<file path="src/rtl/dual_issue_scoreboard.sv">
`default_nettype none
// ============================================================================
// Module   : dual_issue_scoreboard
// Purpose  : Per-register in-flight producer tracking for the dual-issue pipe.
// Revision : 1.0
// ============================================================================
module dual_issue_scoreboard #(
   parameter int NUM_REGS = 32,
   parameter int CNT_W    = 2
) (
   input  logic                clk,
   input  logic                rst_n,
   input  logic                flush,
   input  logic                alloc0_valid,
   input  logic [4:0]          alloc0_rd,
   input  logic                alloc0_is_load,
   input  logic                alloc1_valid,
   input  logic [4:0]          alloc1_rd,
   input  logic                alloc1_is_load,
   input  logic                wb0_valid,
   input  logic [4:0]          wb0_rd,
   input  logic                wb1_valid,
   input  logic [4:0]          wb1_rd,
   input  logic                ld_done_valid,
   input  logic [4:0]          ld_done_rd,
   output logic [NUM_REGS-1:0] busy_vec,
   output logic [NUM_REGS-1:0] load_pending_vec,
   output logic                sb_empty,
   output logic                sb_err
);

   localparam logic [CNT_W-1:0] c_cnt_max = '1;

   logic [NUM_REGS-1:0] w_busy_next;
   logic [NUM_REGS-1:0] w_lp_next;
   logic [NUM_REGS-1:0] w_err_vec;

   for (genvar r = 0; r < NUM_REGS; r++) begin : g_reg
      if (r == 0) begin : g_x0
         assign w_busy_next[r] = 1'b0;
         assign w_lp_next[r]   = 1'b0;
         assign w_err_vec[r]   = 1'b0;
      end else begin : g_track
         logic [CNT_W-1:0]        r_count;
         logic [CNT_W-1:0]        w_cnt_next;
         logic                    w_a0_hit, w_a1_hit, w_wb0_hit, w_wb1_hit;
         logic [1:0]              w_inc, w_dec;
         logic signed [CNT_W+1:0] w_sum;
         logic                    w_set_lp, w_lp_hold, w_err;

         always_comb begin
            w_a0_hit   = alloc0_valid && (alloc0_rd == 5'(r));
            w_a1_hit   = alloc1_valid && (alloc1_rd == 5'(r));
            w_wb0_hit  = wb0_valid && (wb0_rd == 5'(r));
            w_wb1_hit  = wb1_valid && (wb1_rd == 5'(r));
            w_inc      = {1'b0, w_a0_hit} + {1'b0, w_a1_hit};
            w_dec      = {1'b0, w_wb0_hit} + {1'b0, w_wb1_hit};
            w_sum      = $signed({2'b00, r_count})
                       + $signed({{CNT_W{1'b0}}, w_inc})
                       - $signed({{CNT_W{1'b0}}, w_dec});
            w_cnt_next = w_sum[CNT_W-1:0];
            w_err      = 1'b0;
            // Sign bit flags underflow; bit CNT_W on a non-negative sum flags overflow.
            if (w_sum[CNT_W+1]) begin
               w_cnt_next = '0;
               w_err      = 1'b1;
            end else if (w_sum[CNT_W]) begin
               w_cnt_next = c_cnt_max;
               w_err      = 1'b1;
            end
            w_set_lp  = (w_a0_hit && alloc0_is_load) || (w_a1_hit && alloc1_is_load);
            w_lp_hold = load_pending_vec[r]
                      && !(ld_done_valid && (ld_done_rd == 5'(r)))
                      && (w_cnt_next != '0);
         end

         always_ff @(posedge clk or negedge rst_n) begin
            if (!rst_n)
               r_count <= '0;
            else if (flush)
               r_count <= '0;
            else
               r_count <= w_cnt_next;
         end

         assign w_busy_next[r] = !flush && (w_cnt_next != '0);
         assign w_lp_next[r]   = !flush && (w_set_lp || w_lp_hold);
         assign w_err_vec[r]   = !flush && w_err;
      end
   end

   always_ff @(posedge clk or negedge rst_n) begin
      if (!rst_n) begin
         busy_vec         <= '0;
         load_pending_vec <= '0;
         sb_empty         <= 1'b1;
         sb_err           <= 1'b0;
      end else begin
         busy_vec         <= w_busy_next;
         load_pending_vec <= w_lp_next;
         sb_empty         <= ~|w_busy_next;
         sb_err           <= sb_err | (|w_err_vec);
      end
   end

endmodule
`default_nettype wire

</file>
<file path="config.mk">
export PLATFORM = sky130hd
export DESIGN_NAME = dual_issue_scoreboard
export DESIGN_NICKNAME = d
export VERILOG_FILES = /design/src/rtl/dual_issue_scoreboard.sv
export SDC_FILE = /design/constraint.sdc
export NUM_CORES = 1
export LEC_CHECK = 0
export ABC_AREA = 1
export BUFFER_PORTS_ARGS = -buffer_cell sky130_fd_sc_hd__buf_4
export CAP_MARGIN = 20
export CORE_MARGIN = 5
export CORE_UTILIZATION = 45
export CTS_CLUSTER_SIZE = 25
export DETAILED_ROUTE_END_ITERATION = 10
export PLACE_DENSITY = 0.68
export SYNTH_ARGS = -nofsm -noshare
export SYNTH_HDL_FRONTEND = slang
export SYNTH_SLANG_ARGS = --single-unit
</file>
<file path="constraint.sdc">
create_clock -name clk -period 2.4 [get_ports clk]
set_input_delay 0.36 -clock clk [delete_from_list [all_inputs] [get_ports clk]]
set_output_delay 0.36 -clock clk [all_outputs]
set_load 0.05 [all_outputs]
</file>
# --- After elaboration in Yosys (flattened, before gate mapping) ---
# Cells that the tools add are included.
word_totals:
  regBits: 126
  input_bits: 35
  out_inout_bits: 66
  word_cells: 970
classes:
  n_addsub: 124
  eq_ne: 155
  muxes: 155
  bitwise_logic: 1
  reduce_logical: 500
ops:
  columns: ["op", "n"]
  rows:
  - ["$eq A5 B5 Y1 const B", 80]
  - ["$logic_and A1 B1 Y1", 372]
  - ["$eq A5 B4 Y1 const B", 40]
  - ["$mux W2", 93]
  - ["$add A1 B1 Y2", 62]
  - ["$sub A3 B2 Y4", 31]
  - ["$eq A5 B3 Y1 const B", 20]
  - ["$add A2 B2 Y3", 31]
  - ["$logic_or A1 B1 Y1", 62]
  - ["$mux W1", 62]
  - ["$reduce_bool A2 Y1", 31]
  - ["$reduce_or A31 Y1", 2]
  - ["$eq A5 B2 Y1 const B", 10]
  - ["$logic_not A1 Y1", 33]
  - ["$eq A5 B1 Y1 const B", 5]
  - ["$or A1 B1 Y1", 1]

# --- Longest topological paths before layout ---
# Gate-level depths: netlist of the first run.
logic_depth:
  word_depth: 11
  ltp_mapped: 19

# --- Worst setup path before layout of the first run ---
# OpenSTA, ideal clock, no wires.
synth_path:
  path_kind: "in2reg"
  from: "input port wb0_valid"
  to: "register sb_empty"
  setup_ns: 0.067
  arrival_ns: 2.888
  t_required_ns: 2.333
  slack_ns: -0.555
  cell_stages: 19
  n_path_buf: 1
  cell_sequence: "inv_1 nor2_1 inv_1 buf_1 nor3_1 fa_1 fa_1 inv_1 ha_1 inv_1 ha_1 nand2_1 nand3_1 nand2_1 nor2_1 nand2_1 nor2_1 nand2_1 nor2_1"
synth_between:
  elab_chain_len: 9
  elab_cells_between_ends: 219
  cone_classes: "add/sub: 62; mux: 62; reduce/logical: 95"
synth_rtl:
  columns: ["item", "line", "source"]
  rows:
  - ["from (decl)", "20", "input logic wb0_valid,"]
  - ["$logic_and A1 B1 Y1 (*)", "54", "w_wb0_hit = wb0_valid && (wb0_rd == 5'(r));"]
  - ["$add A1 B1 Y2 (*)", "57", "w_dec = {1'b0, w_wb0_hit} + {1'b0, w_wb1_hit};"]
  - ["$sub A3 B2 Y4 (*)", "60", "- $signed({{CNT_W{1'b0}}, w_dec});"]
  - ["$mux W2", "67", "end else if (w_sum[CNT_W]) begin"]
  - ["$mux W2 (*)", "64", "if (w_sum[CNT_W+1]) begin"]
  - ["$reduce_bool A2 Y1 (*)", "86", "assign w_busy_next[r] = !flush && (w_cnt_next != '0);"]
  - ["$logic_and A1 B1 Y1 (*)", "86", null]
  - ["net w_busy_next[5]", "34", "logic [NUM_REGS-1:0] w_busy_next;"]
  - ["$reduce_or A31 Y1 (*)", "101", "sb_empty <= ~|w_busy_next;"]
  - ["$logic_not A1 Y1 (*)", "101", null]
  - ["to (signal assigned)", "101", null]
  - ["to (decl)", "28", "output logic sb_empty,"]
# Mark *: on every way through the listed nets, which the timed path passes. The rest lies on a longest branch.

# --- Worst setup path after layout of the first run ---
layout_path:
  from: "input port wb1_rd[2]"
  to: "register sb_err"
layout_between:
  elab_chain_len: 9
  elab_cells_between_ends: 219
  cone_classes: "add/sub: 62; eq/ne: 31; mux: 62; bitwise: 1; reduce/logical: 63"
layout_rtl:
  columns: ["item", "line", "source"]
  rows:
  - ["from (decl)", "23", "input logic [4:0] wb1_rd,"]
  - ["$eq A5 B1 Y1, or another cell as far along", "55", "w_wb1_hit = wb1_valid && (wb1_rd == 5'(r));"]
  - ["$logic_and A1 B1 Y1", "55", null]
  - ["$add A1 B1 Y2", "57", null]
  - ["$sub A3 B2 Y4", "60", null]
  - ["$mux W1", "67", null]
  - ["$mux W1", "64", null]
  - ["$logic_and A1 B1 Y1", "88", "assign w_err_vec[r] = !flush && w_err;"]
  - ["$reduce_or A31 Y1 (*)", "102", "sb_err <= sb_err | (|w_err_vec);"]
  - ["$or A1 B1 Y1 (*)", "102", null]
  - ["to (signal assigned)", "102", null]
  - ["to (decl)", "29", "output logic sb_err"]
# Mark *: on every way between the ends. The rest lies on a longest branch, timed or not.

==> impl_metrics.json, run 1 <==
{
  "diodes": 0,
  "p_int_mw": 4.716,
  "wl_um": 45390,
  "worst_slew_pin_slew_ns": 0.5772,
  "crit_required_ns": 2.73,
  "clock.fmax_mhz": 331.6,
  "wl_per_cell_um": 22.81,
  "hold_path_class": "primary input to asynchronous set/reset pin",
  "rsz0062_at_grt": "yes",
  "crit_path_start": "wb1_rd[2]",
  "clkTransAtPathRegs_ns": 0.07,
  "clkPwrFrac": 0.400,
  "grt_first_pass_wirelength_um": 61410,
  "final_cell_mix": "buf_4, inv_1, nand2_1, dfrtp_1, buf_6",
  "drt-initial-drc-count": 1082,
  "clock-root-buffer": "clkbuf_16",
  "synthMuxAreaShare": 0,
  "comb_power_share": 0.286,
  "ys_seq_elements": 126,
  "hold_viol": 0,
  "critPathSlowestCell": "fa_1",
  "ys_types": 27,
  "crit_fanout": 3,
  "nNetsFinal": 1918,
  "synthSimpleGateAreaFrac": 0.2403,
  "crit_path_end_kind": "flop",
  "dp_hpwl_um": 27570,
  "place.gp.congestion": 1.006,
  "syn_area_um2": 10100,
  "syn2layout_area_growth_pct": 73.88,
  "synth_warnings": 0,
  "htree_num_levels": 4,
  "ant_nets": 0,
  "maxCapViolations": 0,
  "nFillCells": 1163,
  "initial_core_util": 0.4601,
  "switching_power_mw": 2.419,
  "clkSinkCount": 126,
  "port_buffers": 98,
  "cp_cell_sequence": "buf_4, inv_4, nand2_2, inv_2, buf_4, nand2_1, nor2_2, fa_1, fa_2, inv_1, ha_1, inv_1, ha_4, nand4_1, nor2_1, buf_4, nand4_1, nand2_1, nand2_1",
  "grtUsageTotal": 0.3109,
  "grt_pass1_vias": 11090,
  "vias": 11108,
  "final_max_slew_viol_count": 0,
  "failed_checks": "setup timing",
  "switching_share": 0.3390,
  "sequentialPowerShare": 0.314,
  "min_period_ns": 3.015,
  "cts_inserted_buffers": 17,
  "path_delay_family": "adder cells",
  "synth_seq_area_share": 0.3122,
  "syn_avg_cell_area_um2": 7.999,
  "core_region_area_um2": 21960,
  "synth_compound_area_frac": 0.02106,
  "cts_buffer_depth": 2,
  "slew_headroom": 0.6148,
  "critical_path_buf_inv_count": 7,
  "setup_ws_ns": -0.6152,
  "die_h_um": 159.8,
  "crit_path_max_incr_delay_ns": 0.44,
  "critPathKind": "primary input to flop",
  "synth_top_family_by_area": "adder cells",
  "ir_worst_vdd_mv": 0.3647,
  "power.leakage_nw": 8.788,
  "die_w_um": 159.8,
  "seqCellArea_um2": 3154,
  "insertion_delay_ns": 0.44,
  "timing.rr.start": "g_reg[21].g_track.r_count[0]$_DFF_PN0_",
  "cp-start-kind": "primary input",
  "mostFrequentLayoutCell": "buf_4",
  "multiInputGateArea_um2": 8163,
  "die_area_um2": 25550,
  "pin_count": 101,
  "timing.final.crit_share": 1.256,
  "synthAdderAreaFrac": 0.2995,
  "postLayoutCoreUtil": 0.7999,
  "powerDensity_nw_per_um2": 406.2,
  "cts_tree": "done",
  "dr.pass1.iters": 6,
  "grt.overflow.total": 0,
  "setup-violations-final": 82,
  "status": "finished, violations left",
  "syn_inst": 1263,
  "power_mw": 7.135,
  "crit_arrival_ns": 3.35,
  "antenna_found_initial": 0,
  "clock_skew_ns": 0.01013,
  "drive_gt1_frac": 0.5702,
  "post-route-drc-count": 0,
  "synthXorXnorAreaFrac": 0,
  "grt_max_degree": 50,
  "post_drt_via_cell_ratio": 5.582,
  "rows": 54,
  "fin_tns_setup_ns": -12.89
}
[layout make-up]
| class | count | share of cell area |
|---|---|---|
| Multi-Input combinational cell | 808 | 0.4647 |
| Timing Repair Buffer | 445 | 0.2303 |
| Sequential cell | 126 | 0.1796 |
| Inverter | 299 | 0.07045 |
| Clock buffer | 19 | 0.02579 |
| Tap cell | 280 | 0.01994 |
| Clock inverter | 13 | 0.009260 |
[per-stage QoR]
stage          worst slack, ns  cell area [um2]  hold slack, ns  cells
2_1_floorplan          -0.3806            10570         0.06441   1264
5_1_grt                -0.7097            17570          0.3938   1990
6_report               -0.6152            17570          0.3733   1990
4_1_cts                -0.4542            16330          0.3699   1970
3_5_place_dp            -1.242            13660          0.2707   1891
3_3_place_gp            -1.290            13660          0.2687   1891
[repair_timing]
item                       in CTS  in global routing
setup endpoints to repair      89                101
buffers inserted               57                 33
pin swaps                     152                171
hold endpoints to repair       26                  0
hold buffers                    1                  0
gates resized for setup       447                278
gates cloned                    0                  0
[cells by family (layout without fill, tap and decap cells)]
kind of cell	count (synthesis)	in the layout
adders and majority gates	186	186
other	1	2
AOI/OAI and AO/OA	36	36
buffers and inverters	330	776
and+or+nand+nor	584	584
DFF	126	126
[cell usage after synthesis]
library cell    n  area, um2
clkinv_1        1      3.750
nand3_1        99      495.5
a21oi_1         7      35.03
buf_4           3      22.52
clkbuf_1       14      52.55
or2_1           6      37.54
inv_2           1      3.750
clkbuf_2        1      5.000
or2_2          14      87.58
nor4_1          7      43.79
buf_1           1      3.750
buf_6           2      22.52
inv_1         297       1115
o22ai_1         7      43.79
dfrtp_1       125       3128
conb_1          1      3.750
ha_1           93       1164
nand4_1        11      68.82
buf_2          10      50.05
a31oi_1        19      118.9
nor2_1        162      608.1
nor3_1          9      45.04
nand2_1       274       1028
dfstp_2         1      26.28
fa_1           93       1862
o21ai_0         3      15.01
nor2_2          2      12.51
[path summary, 6_finish.rpt]
kind,endpoint,slack (ns),depth (start not counted)
worst max register to register,sb_err$_DFF_PN0_,0.17,12
worst min-delay path,g_reg[21].g_track.r_count[1]$_DFF_PN0_,0.37,2
max in group asynchronous,g_reg[3].g_track.r_count[0]$_DFF_PN0_,1.34,3
min in group clk,g_reg[18].g_track.r_count[1]$_DFF_PN0_,0.39,3
worst min register to register,sb_err$_DFF_PN0_,0.47,2
worst max-delay path,sb_err$_DFF_PN0_,-0.62,19
[flip-flops by register name (all words and copies together), names as in the netlist]
name and count:
sb_empty 1, busy_vec 31, load_pending_vec 31, sb_err 1, g.g_track.r_count 62
[power groups by stage]
stage | Combinational [mW] | Clock, mW | Sequential, mW
after floorplan | 0.552 | 0 | 2.44
after global placement | 1.40 | 0 | 2.28
after detailed placement | 1.42 | 0 | 2.28
after CTS | 1.73 | 2.81 | 2.24
after global routing | 2.14 | 2.93 | 2.25
final | 2.04 | 2.85 | 2.24
[layer usage]
layer	share of wire	track usage	routed length (um)	up-vias
met1	0.35	0.4002	16080	5398
li1	-	-	-	4624
met3	0.11	0.07887	4768	273
met5	0	0	0	-
met2	0.47	0.5010	21400	813
met4	0.069	0.1338	3148	0
No activity file was read; power rests on OpenSTA's default activity.
==> inputs of run 2 (changes only) <==
--- a/config.mk
+++ b/config.mk
@@ -12,7 +12,8 @@
 export CORE_UTILIZATION = 45
 export CTS_CLUSTER_SIZE = 25
 export DETAILED_ROUTE_END_ITERATION = 10
-export PLACE_DENSITY = 0.68
+export PLACE_DENSITY = 0.7
+export REMOVE_ABC_BUFFERS = 1
 export SYNTH_ARGS = -nofsm -noshare
 export SYNTH_HDL_FRONTEND = slang
 export SYNTH_SLANG_ARGS = --single-unit
==> constraint.sdc (replaced) <==
create_clock -name clk -period 2.75 [get_ports clk]
set_input_delay 0.4125 -clock clk [delete_from_list [all_inputs] [get_ports clk]]
set_output_delay 0.4125 -clock clk [all_outputs]
set_load 0.05 [all_outputs]
==> run 2 against run 1 <==
Effect of this change:
- the run still ends with setup timing left
- utilization is 7.4 points lower
- via count is 4.5% lower
- clock skew is 0.00060 ns higher
- hold slack worse by 0.073 ns
- sequential share of layout area is 1.8 points higher
- global-route usage is 2.4 points lower
- critical path depth stayed put
- register-to-register slack better by 0.38 ns
- die area stayed put
- setup slack better by 0.36 ns
- wire length is 12% lower
==> impl_metrics.json, run 2 (same netlist as run 1, synthesis figures left out) <==
{
  "design_area_um2": 15950,
  "grt.overflow.total": 0,
  "post-route-drc-count": 0,
  "die_area_um2": 25550,
  "drive_gt1_frac": 0.4663,
  "setup_ws_ns": -0.2572,
  "status": "finished, violations left",
  "grtUsageTotal": 0.2869,
  "largest_reg_flops": 62,
  "antenna_found_initial": 0,
  "hold-path-cell-count": 4,
  "ir_worst_vdd_mv": 0.3945,
  "r2r_cells": 14,
  "rows": 54,
  "rrSetupSlack_ns": 0.55,
  "clock-root-buffer": "clkbuf_16",
  "timing.rr.start": "g_reg[16].g_track.r_count[0]$_DFF_PN0_",
  "place_area_um2": 12930,
  "critPathKind": "primary input to flop",
  "diodes": 0,
  "place.gp.congestion": 1.000,
  "setup-violations-final": 13,
  "crit_required_ns": 3.12,
  "dp_hpwl_um": 25780,
  "crit_arrival_ns": 3.38,
  "dpl_worst_slack_ns": -0.9547,
  "mostFrequentLayoutCell": "buf_4",
  "timing.final.crit_share": 1.094,
  "seqCellArea_um2": 3154,
  "worst_slew_pin_slew_ns": 1.181,
  "largest_register": "g.g_track.r_count",
  "htree_num_levels": 4,
  "maxCapViolations": 0,
  "die_w_um": 159.8,
  "rsz0062_at_grt": "yes",
  "crit_path_end_kind": "flop",
  "grt_pass1_vias": 10695,
  "reg.largest.list": "g.g_track.r_count: 62 flops, busy_vec: 31 flops, load_pending_vec: 31 flops",
  "clkTransAtPathRegs_ns": 0.06,
  "dp.cells": 1856,
  "vias": 10610,
  "power.leakage_nw": 8.417,
  "grt_max_degree": 58,
  "wl_per_cell_um": 20.40,
  "min_from": "ld_done_rd[2]",
  "nFillCells": 1425,
  "clock.fmax_mhz": 332.5,
  "clock_skew_ns": 0.01073,
  "hold_ws_ns": 0.2998,
  "multiInputGateArea_um2": 7301,
  "wl_um": 39960,
  "r2r-end": "sb_empty$_DFF_PN1_",
  "cp-start-kind": "primary input",
  "pin_count": 101,
  "clkSinkCount": 126,
  "dr.pass1.iters": 6,
  "final_cell_mix": "buf_4, inv_1, nand2_1, dfrtp_1, nand3_1",
  "hold_path_class": "primary input to flop",
  "cts_buffer_depth": 2,
  "failed_checks": "setup timing",
  "insertion_delay_ns": 0.44,
  "final_max_slew_viol_count": 0,
  "syn2layout_area_growth_pct": 57.88,
  "cts_tree": "done",
  "nNetsFinal": 1887,
  "min_period_ns": 3.007,
  "cts_inserted_buffers": 17,
  "powerDensity_nw_per_um2": 360.0,
  "grt_first_pass_wirelength_um": 56870,
  "slew_headroom": 0.2112,
  "initial_core_util": 0.4601,
  "hold_viol": 0,
  "stdcell_count": 1959,
  "post_drt_via_cell_ratio": 5.416,
  "port_buffers": 98,
  "core_region_area_um2": 21960,
  "die_h_um": 159.8,
  "drt-initial-drc-count": 1057,
  "ant_nets": 0,
  "holdPathEnd": "load_pending_vec[28]$_DFF_PN0_",
  "crit_fanout": 7
}
## run 2: cell count changes in the layout (fill, tap and decap cells not counted), sizes merged
cell / before / now
inv: 295 / 297
clkbuf: 19 / 23
clkinv: 9 / 7
buf: 444 / 412
clkinvlp: 5 / 4
bufinv: 3 / 1
## run 2: area by class of cell
cell class,instances,area share
inverter,299,0.07414
sequential,126,0.1978
multi-input combinational,808,0.4578
tap,280,0.02197
timing repair buffer,414,0.2131
clock buffer,22,0.02973
clock inverter,10,0.005570
## run 2: worst max path at each step
stage                         endpoint  slack (ns)         start
floorplan           sb_empty$_DFF_PN1_       -0.43  alloc0_valid
global placement    sb_empty$_DFF_PN1_       -0.98     wb0_rd[1]
detailed placement  sb_empty$_DFF_PN1_       -0.95     wb0_rd[1]
CTS                 sb_empty$_DFF_PN1_       -0.05     wb0_rd[1]
global route        sb_empty$_DFF_PN1_       -0.31  alloc0_rd[2]
finish              sb_empty$_DFF_PN1_       -0.26  alloc0_valid
## run 2: stage by stage
step | power, mW | setup TNS (ns) | utilization
5_1_grt | 5.931 | -2.179 | 0.7263
2_1_floorplan | 2.531 | -4.190 | -
3_5_place_dp | 3.126 | -49.59 | 0.5888
3_3_place_gp | 3.112 | -46.49 | 0.5888
6_report | 5.742 | -1.061 | 0.7263
4_1_cts | 5.519 | -0.04903 | 0.6774
## run 2: worst max-delay path, stage by stage
cell,delay [ns]
buf_8,0.08
inv_4,0.03
nor2_4,0.16
buf_12,0.16
nand4_1,0.29
fa_1,0.58
fa_2,0.40
inv_2,0.08
ha_4,0.14
inv_4,0.04
ha_4,0.26
nand2_2,0.05
nand2_2,0.11
nand2_4,0.08
nor2_1,0.12
nand2_1,0.10
nor2_4,0.12
nand2_1,0.07
nor2_1,0.10
## run 2: power by group
part	internal, mW	switching (mW)
clock network	1.31	0.922
logic	0.584	0.969
registers	1.93	0.0274
## run 2: layer usage
layer	vias to the layer above	routed length, um	global-route usage
met5	-	0	0
met4	0	3246	0.1506
met3	279	4015	0.06881
met2	718	18220	0.4688
met1	5060	14480	0.3545
li1	4553	-	-
## run 2: timing repair
item	CTS	global route
cloned	0	1
resized for setup	296	206
endpoints found under the hold margin	35	0
buffers inserted	46	32
pin swaps	112	121
hold buffers	1	0
endpoints found under the setup margin	48	29
